$ cat config.mk
export PLATFORM = sky130hd
export DESIGN_NAME = load_store_unit_flat
export DESIGN_NICKNAME = d
export VERILOG_FILES = /design/src/rtl/load_store_unit_if.sv /design/src/rtl/load_store_unit.sv /design/src/flat_wrapper.sv
export SDC_FILE = /design/constraint.sdc
export NUM_CORES = 1
export LEC_CHECK = 0
export ABC_AREA = 0
export BUFFER_PORTS_ARGS = -buffer_cell sky130_fd_sc_hd__buf_4
export CAP_MARGIN = 20
export CORE_MARGIN = 4
export CORE_UTILIZATION = 46
export CTS_CLUSTER_SIZE = 40
export DETAILED_ROUTE_END_ITERATION = 10
export MAX_ROUTING_LAYER = met4
export PLACE_DENSITY = 0.82
export SETUP_SLACK_MARGIN = 0.3
export SYNTH_ARGS = -nofsm -noshare
export SYNTH_HDL_FRONTEND = slang
export SYNTH_SLANG_ARGS = --single-unit
$ cat constraint.sdc
create_clock -name clk -period 3.6 [get_ports clk]
set_input_delay 0.36 -clock clk [delete_from_list [all_inputs] [get_ports clk]]
set_output_delay 0.36 -clock clk [all_outputs]
set_load 0.01 [all_outputs]
$ cat src/rtl/load_store_unit_if.sv
// load_store_unit_if: bundles the signals of the load/store unit's three
// sides: the execute-stage request handshake, the data-memory
// request/acknowledge port and the writeback/status pulses.
//   slave  : used by load_store_unit. It accepts requests from execute,
//            drives the memory port and reports completion.
//   master : used by the environment, meaning the execute stage, the
//            memory and writeback.
interface load_store_unit_if;
    // execute-stage request handshake
    logic        req_valid;
    logic        req_ready;
    logic [31:0] req_addr;
    logic [31:0] req_wdata;
    logic        req_store;
    logic [2:0]  req_funct3;
    logic [4:0]  req_rd;
    // data-memory port
    logic        mem_req;
    logic        mem_we;
    logic [31:0] mem_addr;
    logic [3:0]  mem_be;
    logic [31:0] mem_wdata;
    logic        mem_ack;
    logic [31:0] mem_rdata;
    // completion / writeback
    logic        done;
    logic        wb_valid;
    logic [4:0]  wb_rd;
    logic [31:0] wb_data;
    logic        err;
    logic [1:0]  err_cause;

    modport slave (
        input  req_valid, req_addr, req_wdata, req_store, req_funct3, req_rd,
        output req_ready,
        output mem_req, mem_we, mem_addr, mem_be, mem_wdata,
        input  mem_ack, mem_rdata,
        output done, wb_valid, wb_rd, wb_data, err, err_cause
    );

    modport master (
        output req_valid, req_addr, req_wdata, req_store, req_funct3, req_rd,
        input  req_ready,
        input  mem_req, mem_we, mem_addr, mem_be, mem_wdata,
        output mem_ack, mem_rdata,
        input  done, wb_valid, wb_rd, wb_data, err, err_cause
    );
endinterface

$ cat src/rtl/load_store_unit.sv
// load_store_unit: RV32I memory-access stage.
// - Takes the ALU result as the effective address.
// - Issues one word-aligned request/acknowledge memory access per operation.
// - Aligns and extends load data for writeback.
// - Reports completion through single-cycle done/err pulses.
//
// Ports:
//   clk : clock, rising edge
//   rst : asynchronous, active-high reset
//   bus : load_store_unit_if.slave (request handshake, memory port, writeback)
// Parameter:
//   TIMEOUT_CYCLES (1..255) : REQ cycles without mem_ack before a timeout
// Build option:
//   LSU_MISALIGN_TRAP_EN : when this is defined, misaligned halfword/word
//   requests are rejected with cause 01. Without it, they access the
//   enclosing aligned unit.
//
// state | meaning
// IDLE  | ready for a request; accepting registers it
// REQ   | memory request outstanding, wait counter running
// RESP  | one-cycle completion: done, err, wb_* valid
module load_store_unit #(
    parameter int unsigned TIMEOUT_CYCLES = 16
) (
    input  logic              clk,
    input  logic              rst,
    load_store_unit_if.slave  bus
);

    typedef enum logic [1:0] {
        S_IDLE = 2'd0,
        S_REQ  = 2'd1,
        S_RESP = 2'd2
    } state_t;

    localparam logic [7:0] WAIT_LAST = 8'(TIMEOUT_CYCLES - 1);

    state_t      state, state_nxt;
    logic [7:0]  wait_cnt;

    logic [31:0] maddr_q;
    logic [31:0] wdata_q;
    logic [3:0]  be_q;
    logic        store_q;
    logic [2:0]  f3_q;
    logic [1:0]  off_q;
    logic [4:0]  rd_q;
    logic [1:0]  cause_q;
    logic [31:0] ld_data_q;

    // Decode of the presented request (only meaningful in the accepting cycle)
    logic [1:0]  dec_off;
    logic [3:0]  dec_be;
    logic [31:0] dec_wdata;
    logic [1:0]  dec_cause;
    logic        accept;

    assign accept = (state == S_IDLE) && bus.req_valid;

    always_comb begin
        dec_off   = 2'b00;
        dec_be    = 4'b1111;
        dec_wdata = bus.req_wdata;
        dec_cause = 2'b00;
        case (bus.req_funct3)
            3'b000, 3'b100: begin
                dec_off   = bus.req_addr[1:0];
                dec_be    = 4'b0001 << bus.req_addr[1:0];
                dec_wdata = {4{bus.req_wdata[7:0]}};
            end
            3'b001, 3'b101: begin
                // halfword lane selected by addr[1]; addr[0] is never a shift
                dec_off   = {bus.req_addr[1], 1'b0};
                dec_be    = 4'b0011 << {bus.req_addr[1], 1'b0};
                dec_wdata = {2{bus.req_wdata[15:0]}};
`ifdef LSU_MISALIGN_TRAP_EN
                if (bus.req_addr[0]) dec_cause = 2'b01;
`endif
            end
            3'b010: begin
`ifdef LSU_MISALIGN_TRAP_EN
                if (bus.req_addr[1:0] != 2'b00) dec_cause = 2'b01;
`endif
            end
            default: dec_cause = 2'b11;
        endcase
        // stores have no unsigned variants; illegal outranks misalignment
        if (bus.req_store && (bus.req_funct3 >= 3'b011)) dec_cause = 2'b11;
    end

    // Load data alignment and extension
    logic [31:0] shifted;
    logic [31:0] ld_ext;

    always_comb begin
        shifted = bus.mem_rdata >> {off_q, 3'b000};
        case (f3_q)
            3'b000:  ld_ext = {{24{shifted[7]}}, shifted[7:0]};
            3'b001:  ld_ext = {{16{shifted[15]}}, shifted[15:0]};
            3'b100:  ld_ext = {24'd0, shifted[7:0]};
            3'b101:  ld_ext = {16'd0, shifted[15:0]};
            default: ld_ext = shifted;
        endcase
    end

    // FSM state register
    always_ff @(posedge clk or posedge rst) begin
        if (rst) state <= S_IDLE;
        else     state <= state_nxt;
    end

    // FSM next-state logic
    always_comb begin
        state_nxt = state;
        case (state)
            S_IDLE: begin
                if (accept) state_nxt = (dec_cause != 2'b00) ? S_RESP : S_REQ;
            end
            S_REQ: begin
                // ack takes priority over a coincident timeout
                if (bus.mem_ack || (wait_cnt == WAIT_LAST)) state_nxt = S_RESP;
            end
            S_RESP:  state_nxt = S_IDLE;
            default: state_nxt = S_IDLE;
        endcase
    end

    // Request registers, wait counter and load capture
    always_ff @(posedge clk or posedge rst) begin
        if (rst) begin
            maddr_q   <= '0;
            wdata_q   <= '0;
            be_q      <= '0;
            store_q   <= 1'b0;
            f3_q      <= '0;
            off_q     <= '0;
            rd_q      <= '0;
            cause_q   <= '0;
            ld_data_q <= '0;
            wait_cnt  <= '0;
        end else if (accept) begin
            maddr_q   <= {bus.req_addr[31:2], 2'b00};
            wdata_q   <= dec_wdata;
            be_q      <= dec_be;
            store_q   <= bus.req_store;
            f3_q      <= bus.req_funct3;
            off_q     <= dec_off;
            rd_q      <= bus.req_rd;
            cause_q   <= dec_cause;
            ld_data_q <= '0;
            wait_cnt  <= '0;
        end else if (state == S_REQ) begin
            if (bus.mem_ack) begin
                if (!store_q) ld_data_q <= ld_ext;
            end else begin
                if (wait_cnt == WAIT_LAST) cause_q <= 2'b10;
                wait_cnt <= wait_cnt + 8'd1;
            end
        end
    end

    // FSM outputs
    always_comb begin
        bus.req_ready = (state == S_IDLE);
        bus.mem_req   = (state == S_REQ);
        bus.mem_we    = (state == S_REQ) && store_q;
        bus.mem_addr  = (state == S_REQ) ? maddr_q : 32'd0;
        bus.mem_be    = (state == S_REQ) ? be_q    : 4'd0;
        bus.mem_wdata = (state == S_REQ && store_q) ? wdata_q : 32'd0;
        bus.done      = (state == S_RESP);
        bus.err       = (state == S_RESP) && (cause_q != 2'b00);
        bus.err_cause = (state == S_RESP) ? cause_q : 2'b00;
        bus.wb_valid  = (state == S_RESP) && !store_q && (cause_q == 2'b00) && (rd_q != 5'd0);
        bus.wb_rd     = (state == S_RESP) ? rd_q : 5'd0;
        bus.wb_data   = ((state == S_RESP) && !store_q && (cause_q == 2'b00)) ? ld_data_q : 32'd0;
    end

endmodule

$ cat src/flat_wrapper.sv
// flat-port wrapper written by rule: the top's interface ports become plain ports
module load_store_unit_flat 
#(
    parameter int unsigned TIMEOUT_CYCLES = 16
)
  (clk, rst, bus_req_valid, bus_req_addr, bus_req_wdata, bus_req_store, bus_req_funct3, bus_req_rd, bus_req_ready, bus_mem_req, bus_mem_we, bus_mem_addr, bus_mem_be, bus_mem_wdata, bus_mem_ack, bus_mem_rdata, bus_done, bus_wb_valid, bus_wb_rd, bus_wb_data, bus_err, bus_err_cause);
  load_store_unit_if bus_i ();
  input  logic clk;
  input  logic rst;
  input wire logic [$bits(bus_i.req_valid)-1:0] bus_req_valid;
  input wire logic [$bits(bus_i.req_addr)-1:0] bus_req_addr;
  input wire logic [$bits(bus_i.req_wdata)-1:0] bus_req_wdata;
  input wire logic [$bits(bus_i.req_store)-1:0] bus_req_store;
  input wire logic [$bits(bus_i.req_funct3)-1:0] bus_req_funct3;
  input wire logic [$bits(bus_i.req_rd)-1:0] bus_req_rd;
  output wire logic [$bits(bus_i.req_ready)-1:0] bus_req_ready;
  output wire logic [$bits(bus_i.mem_req)-1:0] bus_mem_req;
  output wire logic [$bits(bus_i.mem_we)-1:0] bus_mem_we;
  output wire logic [$bits(bus_i.mem_addr)-1:0] bus_mem_addr;
  output wire logic [$bits(bus_i.mem_be)-1:0] bus_mem_be;
  output wire logic [$bits(bus_i.mem_wdata)-1:0] bus_mem_wdata;
  input wire logic [$bits(bus_i.mem_ack)-1:0] bus_mem_ack;
  input wire logic [$bits(bus_i.mem_rdata)-1:0] bus_mem_rdata;
  output wire logic [$bits(bus_i.done)-1:0] bus_done;
  output wire logic [$bits(bus_i.wb_valid)-1:0] bus_wb_valid;
  output wire logic [$bits(bus_i.wb_rd)-1:0] bus_wb_rd;
  output wire logic [$bits(bus_i.wb_data)-1:0] bus_wb_data;
  output wire logic [$bits(bus_i.err)-1:0] bus_err;
  output wire logic [$bits(bus_i.err_cause)-1:0] bus_err_cause;
  assign bus_i.req_valid = bus_req_valid;
  assign bus_i.req_addr = bus_req_addr;
  assign bus_i.req_wdata = bus_req_wdata;
  assign bus_i.req_store = bus_req_store;
  assign bus_i.req_funct3 = bus_req_funct3;
  assign bus_i.req_rd = bus_req_rd;
  assign bus_req_ready = bus_i.req_ready;
  assign bus_mem_req = bus_i.mem_req;
  assign bus_mem_we = bus_i.mem_we;
  assign bus_mem_addr = bus_i.mem_addr;
  assign bus_mem_be = bus_i.mem_be;
  assign bus_mem_wdata = bus_i.mem_wdata;
  assign bus_i.mem_ack = bus_mem_ack;
  assign bus_i.mem_rdata = bus_mem_rdata;
  assign bus_done = bus_i.done;
  assign bus_wb_valid = bus_i.wb_valid;
  assign bus_wb_rd = bus_i.wb_rd;
  assign bus_wb_data = bus_i.wb_data;
  assign bus_err = bus_i.err;
  assign bus_err_cause = bus_i.err_cause;
  load_store_unit #(.TIMEOUT_CYCLES(TIMEOUT_CYCLES)) u_core (.clk(clk), .rst(rst), .bus(bus_i));
endmodule
# ---- Word level (Yosys, flattened, before mapping)
# Cells that the tools add are included.
dict set report word_totals {
  ff_bits 121
  in_bits 109
  wordCells 83
}
dict set report op_classes {
  addsub 1
  magnitude_cmp 1
  eq_ne 14
  shift 3
  n_mux 27
  n_reduce_logical 26
}
# op n
set ops {}
lappend ops {{32-bit 2-to-1 mux} 7}
lappend ops {{32-bit case mux with 4 select lines} 1}
lappend ops {{32-bit case mux with 2 select lines} 1}
lappend ops {{32-bit by 5-bit right shift with 32-bit output} 1}
lappend ops {{8-bit 2-to-1 mux} 3}
lappend ops {{2-bit 2-to-1 mux} 10}
lappend ops {{3-bit == test, second input constant} 4}
lappend ops {{2-bit nonzero test} 5}
lappend ops {{8-bit by 1-bit adder with 8-bit output, second input constant} 1}
lappend ops {{8-bit by 4-bit == test with 1-bit output, second input constant} 1}
lappend ops {{2-bit case mux with 2 select lines} 2}
lappend ops {{4-bit case mux with 2 select lines} 1}
lappend ops {{1-bit logical AND} 7}
lappend ops {{3-bit by 1-bit == test with 1-bit output, second input constant} 2}
lappend ops {{3-bit zero test} 2}
lappend ops {{2-bit by 1-bit inequality test with 1-bit output, second input constant} 3}
lappend ops {{3-bit AND reduction} 2}
lappend ops {{5-bit 2-to-1 mux} 1}
lappend ops {{5-bit nonzero test} 1}
lappend ops {{5-bit OR reduction} 1}
lappend ops {{2-bit zero test} 2}
lappend ops {{4-bit 2-to-1 mux} 1}
lappend ops {{2-bit AND reduction} 2}
lappend ops {{2-bit OR reduction} 2}
lappend ops {{other kinds (9)} 9}

# ---- Logic depth before layout (Yosys ltp)
# Gate-level depths: netlist (run 1).
dict set report depth {
  ltp_word 8
  ltp_mapped 7
  mapped_depth_nobuf 5
}

# ---- Worst setup path before layout (run 1)
# No wires, ideal clock.
dict set report synth_timing {
  kind {register to output}
  startpoint {reg u_core.state[1]}
  endpoint {out bus_wb_data[22]}
  arrival_time_ns 1.517
  setup_slack_ns 1.723
  stages_incl_launch_ff 7
  path_buffers 3
  cell_sequence {dfrtp_1 > buf_2 > nor2b_1 > buf_2 > nor4b_2 > clkbuf_1 > and2_1}
}
dict set report synth_between {
  elab_chain_len 4
}
# element line_no
set synth_rtl {}
lappend synth_rtl {{start: declaration} load_store_unit.sv:38} ;# state_t state, state_nxt;
lappend synth_rtl {{start signal: assignment} load_store_unit.sv:109} ;# else state <= state_nxt;
lappend synth_rtl {{2-bit == test} --}
lappend synth_rtl {{net bus_done} flat_wrapper.sv:24} ;# output wire logic [$bits(bus_i.done)-1:0] bus_done;
lappend synth_rtl {{1-bit logical AND (2 in series)} load_store_unit.sv:175} ;# bus.wb_data = ((state == S_RESP) && !store_q && (cause_q == 2'b00)) ? ld_data_q : 32'd0;
lappend synth_rtl {{32-bit 2-to-1 mux} load_store_unit.sv:175}
lappend synth_rtl {{end: declaration} flat_wrapper.sv:27} ;# output wire logic [$bits(bus_i.wb_data)-1:0] bus_wb_data;
# The timed path passes the listed nets, and every way through them passes these cells.

# ---- Final worst setup path (run 1)
dict set report layout_timing {
  startpoint {reg u_core.state[1]}
  endpoint {out bus_wb_data[10]}
}
dict set report layout_between {
  elab_chain_len 4
}
# element line_no
set layout_rtl {}
lappend layout_rtl {{2-bit == test} load_store_unit.sv:175}
lappend layout_rtl {{1-bit logical AND (2 in series)} load_store_unit.sv:175}
lappend layout_rtl {{32-bit 2-to-1 mux} load_store_unit.sv:175}
# Every way passes these cells.

==> impl_metrics.prom, run 1 <==
# TYPE chip_impl_metric gauge
chip_impl_metric{name="floorplan.die_area",unit="um2"} 15800
chip_impl_metric{name="vias_per_cell",unit=""} 5.36
chip_impl_info{name="timing.rr.start",value="u_core.off_q[1]"} 1
chip_impl_metric{name="worst_case_clock_skew",unit="ns"} 0.00517
chip_impl_metric{name="clk_path_buf_depth",unit=""} 2
chip_impl_info{name="hp-class",value="input port to asynchronous set/reset pin"} 1
chip_impl_metric{name="final.fill_count",unit=""} 1114
chip_impl_metric{name="synth.distinct_cells",unit=""} 48
chip_impl_info{name="clock_tree_from_tritoncts",value="yes"} 1
chip_impl_metric{name="proportion_of_register_bits_with_asynchronous_set_or_reset_after_synthesis",unit="%"} 100
chip_impl_metric{name="irDropWorstVdd",unit="mV"} 0.386
chip_impl_metric{name="avgRoutedWirePerCell",unit="um"} 17.2
chip_impl_metric{name="finalMaxSlewViolations",unit=""} 0
chip_impl_metric{name="syn-mean-instance-area",unit="um2"} 8.98
chip_impl_metric{name="utilization_of_the_core_after_routing",unit="%"} 64.7
chip_impl_metric{name="synthesis.area",unit="um2"} 6380
chip_impl_metric{name="detailroute.wirelength.met3",unit="um"} 1520
chip_impl_info{name="critPathCaptureType",value="output pin"} 1
chip_impl_metric{name="coreArea",unit="um2"} 13400
chip_impl_metric{name="timing.critical_path.slowest_cell_delay",unit="ns"} 0.55
chip_impl_metric{name="globalRouteTotalUtil",unit="%"} 24.0
chip_impl_metric{name="worst_ep_required_time",unit="ns"} 3.24
chip_impl_metric{name="reg2reg_slack",unit="ns"} 1.31
chip_impl_metric{name="finalCriticalPeriod",unit="ns"} 2.65
chip_impl_metric{name="detailed_place_hpwl",unit="um"} 12900
chip_impl_metric{name="drt.antenna.violating_nets",unit=""} 0
chip_impl_metric{name="ff2ff_path_depth",unit=""} 4
chip_impl_info{name="outcome",value="complete, no violations"} 1
chip_impl_metric{name="drcViolationCount",unit=""} 0
chip_impl_metric{name="grt_start_max_net_pins",unit=""} 122
chip_impl_metric{name="worst_setup_hold_path_clk_slew",unit="ns"} 0.05
chip_impl_metric{name="place.port_buffers",unit=""} 219
chip_impl_info{name="crit-reg2reg-capture",value="u_core.ld_data_q[29]"} 1
chip_impl_metric{name="crit_arrival",unit="ns"} 2.29
chip_impl_metric{name="antenna_found_initial",unit=""} 2
chip_impl_metric{name="number_of_hold_repair_buffers_added_at_the_cts_stage",unit=""} 0
chip_impl_metric{name="synth_edf_count",unit=""} 0
chip_impl_metric{name="maxCapViolations",unit=""} 0
chip_impl_info{name="critical_path_s_slowest_cell",value="dfrtp_1"} 1
chip_impl_metric{name="detailroute.via_count",unit=""} 5842
chip_impl_info{name="criticalPathCategory",value="flip-flop to output pin"} 1
chip_impl_metric{name="setup_total_negative_slack",unit="ns"} 0
chip_impl_metric{name="report.final.hold_viol_count",unit=""} 0
chip_impl_metric{name="tritoncts.num_buffers",unit=""} 17
chip_impl_info{name="synth-main-ff-cell",value="dfrtp_1"} 1
chip_impl_metric{name="die_width",unit="um"} 126
chip_impl_info{name="topRoutingLayerUsed",value="met4"} 1
chip_impl_metric{name="met2_wirelength_from_detailed_routing",unit="um"} 8790
chip_impl_metric{name="layout_worst_path_cycle_share",unit="%"} 73.7
chip_impl_metric{name="place_congestion",unit=""} 0.854
chip_impl_metric{name="fp-row-count",unit=""} 42
chip_impl_metric{name="finalWirelength",unit="um"} 18800
chip_impl_info{name="critical_path.startpoint_type",value="flip-flop"} 1
chip_impl_metric{name="synthesis.instances",unit=""} 711
chip_impl_info{name="cell_by_cell_trace_of_the_critical_path",value="nor2b_1 > nor4b_4 > buf_4 > and2_1 > buf_4"} 1
chip_impl_metric{name="yosysWarnings",unit=""} 0
chip_impl_metric{name="syn2layout_area_growth",unit="%"} 35.8
chip_impl_metric{name="clkSinkCount",unit=""} 121
chip_impl_metric{name="grt-ovfl-total",unit=""} 0
chip_impl_info{name="cts_root_buf",value="clkbuf_16"} 1
chip_impl_metric{name="initialDrtViolationCount",unit=""} 386
chip_impl_metric{name="worstSkewPairLatency",unit="ns"} 0.41
chip_impl_metric{name="critPathBufInv",unit=""} 2
chip_impl_metric{name="die_h",unit="um"} 126
chip_impl_info{name="critical_path.startpoint",value="u_core.state[1]"} 1
chip_impl_metric{name="critical_path_fanouts_max",unit=""} 33
chip_impl_metric{name="setup_violations",unit=""} 0
chip_impl_metric{name="drt_pass1_iterations",unit=""} 5
chip_impl_metric{name="wl_met1",unit="um"} 8130
chip_impl_metric{name="final_net_count",unit=""} 1011
chip_impl_info{name="grt_setup_unrepaired",value="no"} 1
chip_impl_metric{name="power.static_leakage",unit="nW"} 4.50
chip_impl_metric{name="grt_first_pass_wirelength",unit="um"} 29800
chip_impl_metric{name="worst_slew_margin_rel",unit="%"} 43.9
chip_impl_metric{name="grt_pass1_vias",unit=""} 5742
chip_impl_info{name="critical_path.top_delay_family",value="simple AND/OR/NAND/NOR gates"} 1
chip_impl_metric{name="post_cts.repair.setup_buffers",unit=""} 0
chip_impl_info{name="crit_top_cell",value="buf_4"} 1
chip_impl_metric{name="powerDensity",unit="nW/um2"} 679
chip_impl_metric{name="initial_utilization",unit="%"} 47.6
chip_impl_metric{name="cts.repair.resized",unit=""} 0
chip_impl_metric{name="clock_tree.htree_level_count",unit=""} 4
chip_impl_metric{name="ys_seq_elements",unit=""} 121
chip_impl_metric{name="synth-seq-area-share",unit="%"} 47.4
chip_impl_metric{name="slew_of_the_pin_with_the_lowest_slew_margin",unit="ns"} 0.841
chip_impl_metric{name="post_route_cells_drive_above_1_share",unit="%"} 30.7
chip_impl_metric{name="max_clock_freq",unit="GHz"} 0.377
chip_impl_metric{name="ios",unit=""} 222
## power breakdown
| group | internal, W | switching [W] | leakage, nW |
|---|---|---|---|
| sequential | 0.00193 | 0.000377 | 1.54 |
| combinational | 0.000842 | 0.00107 | 2.67 |
| clock | 0.00106 | 0.000596 | 0.282 |
| total | 0.00384 | 0.00205 | 4.50 |
## kinds of logic (layout without fill, tap and decap cells)
family | after synthesis | after routing | share of synthesized area [%]
AOI/OAI and AO/OA | 108 | 108 | 10.6
xor gates and xnor gates | 6 | 6 | 0.823
muxes | 49 | 49 | 8.09
DFF | 121 | 121 | 47.4
and+or+nand+nor | 362 | 362 | 28.1
buffers and inverters | 63 | 263 | 4.68
adders and majority gates | 1 | 1 | 0.196
other | 1 | 4 | 0.0587
## layout make-up
| cell class | count | area (um2) | area share (%) |
|---|---|---|---|
| well taps | 176 | 220 | 2.54 |
| multi-input cells | 528 | 3090 | 35.6 |
| clock inverters | 8 | 96.3 | 1.11 |
| clock buffers | 22 | 474 | 5.47 |
| inverters | 5 | 22.5 | 0.260 |
| repair buffers | 228 | 1740 | 20.0 |
| diodes | 2 | 5.00 | 0.0577 |
| flip-flops and latches | 121 | 3030 | 34.9 |
## through the flow
| step | hold slack (ns) | cells | total power [W] | worst slack (ns) | instance area (um2) |
|---|---|---|---|---|---|
| after global routing | 0.120 | 1090 | 0.00626 | 0.791 | 8670 |
| after global placement | 0.449 | 1058 | 0.00415 | 1.48 | 8090 |
| after CTS | 0.121 | 1088 | 0.00591 | 0.943 | 8660 |
| after floorplan | 0.437 | 712 | 0.00347 | 1.72 | 6390 |
| after detailed placement | 0.454 | 1058 | 0.00422 | 1.38 | 8090 |
| final | 0.0915 | 1090 | 0.00588 | 0.946 | 8670 |
## layout by cell type, fill, tap and decap left out, drive strengths merged, types with 8 or more instances in the layout
master / count
buf: 228
nand2: 185
dfrtp: 121
and2: 74
o21ai: 48
mux2i: 40
and3: 35
a21oi: 27
nor2: 24
clkbuf: 22
a221o: 16
nand3: 11
nand3b: 10
o211ai: 8
mux2: 8
## per-layer routing
layer  vias up  track usage [%]
met1      2800             31.5
met4         0             7.70
met2       247             36.2
met3        25             6.86
li1       2770                -
met5         -                -
## tightest hold or removal path, delay by kind of cell
| family | cells | cell delay, ns |
|---|---|---|
| buf+inv | 3 | 0.61 |
## how the worst max path moves through the flow
stage / end / cells after the start
final: bus_wb_data[10] / 5
after global placement: bus_wb_data[5] / 5
after CTS: bus_wb_data[10] / 5
after detailed placement: bus_wb_data[10] / 5
after global routing: bus_wb_data[24] / 5
after floorplan: bus_wb_data[22] / 6
## state kept, by name, summed over array words and instances, names as in the netlist
| register | flops |
|---|---|
| u_core.ld_data_q | 32 |
| u_core.wdata_q | 32 |
| u_core.maddr_q | 30 |
| u_core.wait_cnt | 8 |
| u_core.rd_q | 5 |
| u_core.be_q | 4 |
| u_core.f3_q | 3 |
| u_core.cause_q | 2 |
| u_core.off_q | 2 |
| u_core.state | 2 |
| u_core.store_q | 1 |
## synthesized netlist by cell type (2+ instances only)
library cell,n,area share (%)
nor3_1,2,0.16
xnor2_1,2,0.27
nor2_1,22,1.3
mux2_2,7,1.2
buf_6,3,0.53
nand4_1,2,0.20
nand2b_1,3,0.29
nand3_1,11,0.86
a21oi_1,27,2.1
nand3b_1,10,1.2
buf_2,14,1.1
buf_4,6,0.71
xor2_1,4,0.55
a22o_1,2,0.27
a31oi_1,2,0.20
clkbuf_1,32,1.9
o21ai_0,48,3.8
mux2i_1,40,6.3
and2_1,74,7.3
nand2_1,185,11
nor2_2,2,0.20
nor2b_1,3,0.29
a221o_1,16,2.5
nor3b_2,2,0.39
inv_1,5,0.29
or2_2,2,0.20
and3_1,35,3.4
o211ai_1,8,0.94
dfrtp_1,121,47
buf_1,3,0.18
(Power assumes the default switching activity.)
==> run 2: changes to the inputs <==
Clock period 3.6 ns to 2.3 ns, I/O delays scaled along.
==> run 2 against run 1 <==
Against the previous run:
- the flow now finishes with violations (negative hold slack)
- utilization increased by 5.3 points
- routed wire length increased by 6.7%
- final cell count increased by 3.7%
- non-clock buffer count increased by 40
- setup slack got worse by 0.64 ns
- count of clock-buffer cells in the layout decreased by 2
- critical endpoint is now bus_mem_addr[4]
- highest routed layer unchanged
==> impl_metrics.prom, run 2 (same netlist as run 1, synthesis figures left out) <==
# TYPE chip_impl_metric gauge
chip_impl_metric{name="report.final.hold_viol_count",unit=""} 9
chip_impl_metric{name="final.fill_count",unit=""} 990
chip_impl_metric{name="max_clock_freq",unit="GHz"} 0.502
chip_impl_metric{name="power.static_leakage",unit="nW"} 4.81
chip_impl_metric{name="detailed_place_hpwl",unit="um"} 12900
chip_impl_metric{name="grt-ovfl-total",unit=""} 0
chip_impl_metric{name="slew_of_the_pin_with_the_lowest_slew_margin",unit="ns"} 0.723
chip_impl_metric{name="antenna_found_initial",unit=""} 0
chip_impl_metric{name="layout_worst_path_cycle_share",unit="%"} 86.6
chip_impl_metric{name="maxCapViolations",unit=""} 0
chip_impl_info{name="outcome",value="complete, but fails checks"} 1
chip_impl_info{name="grt_setup_unrepaired",value="yes"} 1
chip_impl_metric{name="finalCriticalPeriod",unit="ns"} 1.99
chip_impl_metric{name="worstSkewPairLatency",unit="ns"} 0.41
chip_impl_info{name="timing.rr.start",value="u_core.state[0]"} 1
chip_impl_metric{name="grt_first_pass_wirelength",unit="um"} 30800
chip_impl_metric{name="final_net_count",unit=""} 1051
chip_impl_metric{name="irDropWorstVdd",unit="mV"} 0.566
chip_impl_metric{name="ff2ff_path_depth",unit=""} 5
chip_impl_metric{name="post_route_cells_drive_above_1_share",unit="%"} 35.8
chip_impl_metric{name="worst_case_clock_skew",unit="ns"} 0.00623
chip_impl_metric{name="globalRouteTotalUtil",unit="%"} 24.7
chip_impl_info{name="cts_root_buf",value="clkbuf_16"} 1
chip_impl_info{name="clock_tree_from_tritoncts",value="yes"} 1
chip_impl_metric{name="worst_ep_required_time",unit="ns"} 2.07
chip_impl_metric{name="tritoncts.num_buffers",unit=""} 17
chip_impl_metric{name="insertedDiodeCount",unit=""} 0
chip_impl_info{name="reg.largest.list",value="u_core.ld_data_q x32, u_core.wdata_q x32, u_core.maddr_q x30"} 1
chip_impl_metric{name="avgRoutedWirePerCell",unit="um"} 17.7
chip_impl_metric{name="place.port_buffers",unit=""} 219
chip_impl_metric{name="clock_tree.htree_level_count",unit=""} 4
chip_impl_metric{name="fp-row-count",unit=""} 42
chip_impl_metric{name="initialDrtViolationCount",unit=""} 621
chip_impl_metric{name="drt.antenna.violating_nets",unit=""} 0
chip_impl_metric{name="finalMaxSlewViolations",unit=""} 0
chip_impl_metric{name="grt_pass1_vias",unit=""} 6052
chip_impl_metric{name="critical_path_fanouts_max",unit=""} 22
chip_impl_metric{name="finalWirelength",unit="um"} 20000
chip_impl_info{name="hp-class",value="input port to asynchronous set/reset pin"} 1
chip_impl_metric{name="setup_violations",unit=""} 0
chip_impl_metric{name="multi_input_area",unit="um2"} 3170
chip_impl_info{name="layout_common_cells",value="buf_4 (211), nand2_1 (185), dfrtp_1 (119), o21ai_0 (48), and2_1 (45)"} 1
chip_impl_metric{name="ios",unit=""} 222
chip_impl_metric{name="coreArea",unit="um2"} 13400
chip_impl_metric{name="powerDensity",unit="nW/um2"} 1060
chip_impl_metric{name="clkSinkCount",unit=""} 121
chip_impl_metric{name="drcViolationCount",unit=""} 0
chip_impl_metric{name="place_congestion",unit=""} 0.859
chip_impl_info{name="crit-reg2reg-capture",value="u_core.ld_data_q[20]"} 1
chip_impl_metric{name="syn2layout_area_growth",unit="%"} 47.0
chip_impl_metric{name="hold-worst-slack",unit="ns"} -0.0265
chip_impl_metric{name="vias_per_cell",unit=""} 5.38
chip_impl_metric{name="worst_slew_margin_rel",unit="%"} 51.7
chip_impl_metric{name="reg2reg_slack",unit="ns"} 0.46
chip_impl_metric{name="p_total",unit="W"} 0.00991
chip_impl_metric{name="area.sequential",unit="um2"} 3030
chip_impl_info{name="failed_checks",value="negative hold slack"} 1
chip_impl_metric{name="clk_path_buf_depth",unit=""} 2
chip_impl_metric{name="grt_start_max_net_pins",unit=""} 122
chip_impl_info{name="critPathCaptureType",value="output pin"} 1
chip_impl_metric{name="detailroute.via_count",unit=""} 6078
chip_impl_info{name="critical_path.startpoint_type",value="flip-flop"} 1
chip_impl_metric{name="worst_setup_hold_path_clk_slew",unit="ns"} 0.05
chip_impl_info{name="criticalPathCategory",value="flip-flop to output pin"} 1
chip_impl_metric{name="crit_arrival",unit="ns"} 1.76
chip_impl_metric{name="floorplan.die_area",unit="um2"} 15800
chip_impl_metric{name="setup_total_negative_slack",unit="ns"} 0
chip_impl_info{name="final_common_cell",value="buf_4"} 1
chip_impl_metric{name="die_width",unit="um"} 126
chip_impl_metric{name="die_h",unit="um"} 126
chip_impl_metric{name="initial_utilization",unit="%"} 47.6
chip_impl_metric{name="drt_pass1_iterations",unit=""} 5
==> run 2: worst max-delay path by stage <==
stage | slack, ns | from | depth (start not counted) | endpoint
after floorplan | 0.55 | u_core.state[1] | 6 | bus_wb_data[22]
after global placement | 0.50 | u_core.state[0] | 4 | u_core.ld_data_q[31]
after detailed placement | 0.45 | u_core.state[0] | 4 | u_core.ld_data_q[29]
after CTS | 0.31 | u_core.state[0] | 6 | bus_wb_data[25]
after global routing | 0.22 | u_core.state[0] | 6 | bus_wb_data[14]
final | 0.31 | u_core.state[0] | 6 | bus_mem_addr[4]
==> run 2: timing repair <==
| action | in CTS | in global routing |
|---|---|---|
| cloned | 2 | 4 |
| endpoints found under the setup margin | 90 | 63 |
| hold buffers | 14 | 0 |
| pin swaps | 0 | 20 |
| hold endpoints to repair | 14 | 0 |
| resized for setup | 5 | 67 |
| setup buffers | 6 | 3 |
==> run 2: report_power, final <==
part / leakage (nW) / internal (W) / total (W) / switching, W
Combinational: 2.95 / 0.00157 / 0.00340 / 0.00183
Clock: 0.310 / 0.00195 / 0.00291 / 0.000967
Sequential: 1.54 / 0.00303 / 0.00360 / 0.000572
==> run 2: area by class of cell <==
| class | count | area share (%) |
|---|---|---|
| well taps | 176 | 2.35 |
| repair buffers | 268 | 24.5 |
| inverters | 5 | 0.240 |
| clock buffers | 20 | 4.76 |
| clock inverters | 12 | 2.11 |
| multi-input cells | 528 | 33.8 |
| flip-flops and latches | 121 | 32.3 |
==> run 2: worst max-delay path, stage by stage (launching register included) <==
cell,delay [ns]
dfrtp_2,0.41
buf_4,0.15
nor2b_4,0.13
buf_4,0.16
clkbuf_16,0.18
and2_1,0.17
buf_4,0.14
==> run 2: metal layers <==
metal	vias up	GRT usage [%]	share of wire (%)
met5	-	-	0
met2	284	37.2	47
met3	38	7.49	8.1
li1	2845	-	-
met1	2911	31.8	42
met4	0	8.83	2.7
==> run 2: stage by stage <==
| step | cells | area [um2] | setup WS (ns) | utilization [%] |
|---|---|---|---|---|
| after global placement | 1069 | 8200 | 0.496 | 61.2 |
| after CTS | 1123 | 9050 | 0.307 | 67.6 |
| after floorplan | 712 | 6390 | 0.553 | - |
| after global routing | 1130 | 9380 | 0.224 | 70.0 |
| final | 1130 | 9380 | 0.309 | 70.0 |
| after detailed placement | 1069 | 8200 | 0.451 | 61.2 |
==> run 3: changes to the inputs <==
Settings changed: CORE_UTILIZATION 46 to 47, CTS_BUF_LIST from default to sky130_fd_sc_hd__clkbuf_8, PLACE_DENSITY 0.82 to 0.84.
==> run 3 against run 2 <==
Against the previous run:
- the flow still finishes with violations (negative hold slack)
- non-clock buffer count rose by 31
- clock skew rose by 0.0050 ns
- utilization rose by 2.2 points
- combinational power rose by 11%
- final area rose by 2.3%
- global-route usage rose by 1.5 points
- count of clock-buffer cells in the layout rose by 3
- setup slack got worse by 0.15 ns
- worst hold slack got worse by 0.044 ns
- register-to-register slack got worse by 0.14 ns
- flip-flop and latch count did not move
- total power fell by 5.5%
- largest power group is now combinational cells
==> impl_metrics.prom, run 3 (same netlist as run 1, synthesis figures left out) <==
# TYPE chip_impl_metric gauge
chip_impl_info{name="outcome",value="complete, but fails checks"} 1
chip_impl_info{name="failed_checks",value="negative hold slack"} 1
chip_impl_metric{name="hold-worst-slack",unit="ns"} -0.0705
chip_impl_metric{name="globalRouteTotalUtil",unit="%"} 26.2
chip_impl_metric{name="finalMaxSlewViolations",unit=""} 0
chip_impl_info{name="final_common_cell",value="buf_4"} 1
chip_impl_metric{name="avgRoutedWirePerCell",unit="um"} 18.9
chip_impl_metric{name="place_congestion",unit=""} 0.851
chip_impl_metric{name="ff2ff_path_depth",unit=""} 6
chip_impl_metric{name="layout_worst_path_cycle_share",unit="%"} 92.9
chip_impl_metric{name="setup_total_negative_slack",unit="ns"} 0
chip_impl_metric{name="multi_input_area",unit="um2"} 3230
chip_impl_metric{name="clk_path_buf_depth",unit=""} 2
chip_impl_metric{name="maxCapViolations",unit=""} 0
chip_impl_metric{name="utilization_of_the_core_after_routing",unit="%"} 72.2
chip_impl_metric{name="place.port_buffers",unit=""} 219
chip_impl_info{name="reg.largest.list",value="u_core.ld_data_q x32, u_core.wdata_q x32, u_core.maddr_q x30"} 1
chip_impl_metric{name="syn2layout_area_growth",unit="%"} 50.3
chip_impl_metric{name="final_net_count",unit=""} 1082
chip_impl_metric{name="worstSkewPairLatency",unit="ns"} 0.43
chip_impl_metric{name="grt_pass1_vias",unit=""} 6319
chip_impl_metric{name="coreArea",unit="um2"} 13300
chip_impl_metric{name="worst_setup_hold_path_clk_slew",unit="ns"} 0.07
chip_impl_metric{name="initialDrtViolationCount",unit=""} 644
chip_impl_metric{name="critical_path_fanouts_max",unit=""} 8
chip_impl_info{name="grt_setup_unrepaired",value="yes"} 1
chip_impl_info{name="cts_root_buf",value="clkbuf_8"} 1
chip_impl_metric{name="clkSinkCount",unit=""} 121
chip_impl_metric{name="fp-row-count",unit=""} 42
chip_impl_metric{name="post_route_cells_drive_above_1_share",unit="%"} 36.5
chip_impl_info{name="critPathCaptureType",value="output pin"} 1
chip_impl_info{name="layout_common_cells",value="buf_4 (215), nand2_1 (185), dfrtp_1 (120), o21ai_0 (48), and2_1 (47)"} 1
chip_impl_metric{name="finalCriticalPeriod",unit="ns"} 2.14
chip_impl_metric{name="grt_first_pass_wirelength",unit="um"} 32200
chip_impl_metric{name="floorplan.die_area",unit="um2"} 15500
chip_impl_metric{name="tritoncts.num_buffers",unit=""} 17
chip_impl_metric{name="powerDensity",unit="nW/um2"} 975
chip_impl_metric{name="irDropWorstVdd",unit="mV"} 0.611
chip_impl_metric{name="antenna_found_initial",unit=""} 1
chip_impl_metric{name="initial_utilization",unit="%"} 48.0
chip_impl_metric{name="drt.antenna.violating_nets",unit=""} 0
chip_impl_metric{name="die_width",unit="um"} 125
chip_impl_metric{name="die_h",unit="um"} 125
chip_impl_metric{name="insertedDiodeCount",unit=""} 0
chip_impl_metric{name="worst_ep_required_time",unit="ns"} 2.07
chip_impl_metric{name="grt-ovfl-total",unit=""} 0
chip_impl_metric{name="grt_start_max_net_pins",unit=""} 122
chip_impl_metric{name="detailroute.via_count",unit=""} 6426
chip_impl_metric{name="ios",unit=""} 222
chip_impl_metric{name="max_clock_freq",unit="GHz"} 0.468
chip_impl_metric{name="area.sequential",unit="um2"} 3030
chip_impl_metric{name="report.final.hold_viol_count",unit=""} 24
chip_impl_info{name="critical_path.startpoint_type",value="flip-flop"} 1
chip_impl_metric{name="detailed_place_hpwl",unit="um"} 12900
chip_impl_metric{name="worst_slew_margin_rel",unit="%"} 52.6
chip_impl_metric{name="setup_violations",unit=""} 0
chip_impl_metric{name="finalWirelength",unit="um"} 21900
chip_impl_info{name="criticalPathCategory",value="flip-flop to output pin"} 1
chip_impl_metric{name="power.static_leakage",unit="nW"} 4.86
chip_impl_metric{name="drt_pass1_iterations",unit=""} 7
chip_impl_metric{name="slew_of_the_pin_with_the_lowest_slew_margin",unit="ns"} 0.711
chip_impl_metric{name="clock_tree.htree_level_count",unit=""} 4
chip_impl_metric{name="worst_case_clock_skew",unit="ns"} 0.0112
chip_impl_info{name="hp-class",value="input port to asynchronous set/reset pin"} 1
chip_impl_info{name="clock_tree_from_tritoncts",value="yes"} 1
chip_impl_metric{name="crit_arrival",unit="ns"} 1.91
chip_impl_metric{name="vias_per_cell",unit=""} 5.53
chip_impl_metric{name="drcViolationCount",unit=""} 0
chip_impl_metric{name="final.fill_count",unit=""} 917
run 3: changes by cell type in the layout (fill, tap and decap cells not counted), sizes merged:
cell / change
clkinv: -3
bufinv: -3
inv: +3
dlygate4sd3: +22
clkbuf: +4
buf: +8
run 3: per-stage QoR:
step	std cells	instance area, um2	setup WS, ns	power, W	hold slack, ns
6_report	1161	9600	0.163	0.00936	-0.0705
5_1_grt	1161	9600	0.0771	0.00988	0.0210
4_1_cts	1146	9220	0.225	0.00881	0.00639
3_5_place_dp	1068	8190	0.419	0.00670	0.423
3_3_place_gp	1068	8190	0.489	0.00659	0.419
2_1_floorplan	712	6390	0.553	0.00543	0.335
run 3: layer usage:
metal | share of wire, % | track usage, %
met4 | 2.9 | 11.0
met1 | 40 | 31.9
met3 | 8.4 | 6.78
met5 | 0 | -
met2 | 49 | 41.6
run 3: worst max-delay path, cell delays in order, from the launching register on:
cell	delay [ns]
dfrtp_2	0.44
nor2b_4	0.13
nor4b_4	0.23
buf_4	0.18
buf_6	0.12
buf_8	0.12
and2_1	0.13
buf_4	0.12
run 3: cell type report:
class / count / area share (%)
multi-input cells: 528 / 33.7
flip-flops and latches: 121 / 31.6
clock buffers: 23 / 3.30
well taps: 176 / 2.29
repair buffers: 299 / 27.9
inverters: 5 / 0.235
clock inverters: 9 / 1.00
run 3: where the power goes:
part           switching, W  internal (W)  leakage (nW)
Combinational       0.00201       0.00176          3.10
Clock              0.000839       0.00112         0.218
Sequential         0.000606       0.00302          1.54
run 3: final timing paths:
kind | startpoint | to | slack (ns)
setup / recovery | u_core.state[0] | bus_wb_data[19] | 0.16
hold / removal | rst | u_core.maddr_q[11] | -0.07
setup reg to reg | u_core.state[0] | u_core.ld_data_q[18] | 0.32
hold reg to reg | u_core.maddr_q[26] | u_core.maddr_q[26] | 0.47
max in group asynchronous | rst | u_core.rd_q[3] | 1.79
min in group clk | bus_req_addr[22] | u_core.maddr_q[22] | 0.03
run 3: repair_timing:
| item | 4_1_cts | 5_1_grt |
|---|---|---|
| gates cloned | 4 | 7 |
| resized for setup | 46 | 45 |
| hold buffers | 36 | 0 |
| hold endpoints to repair | 36 | 0 |
| pin swaps | 11 | 8 |
| setup buffers | 6 | 8 |
| setup endpoints to repair | 75 | 109 |
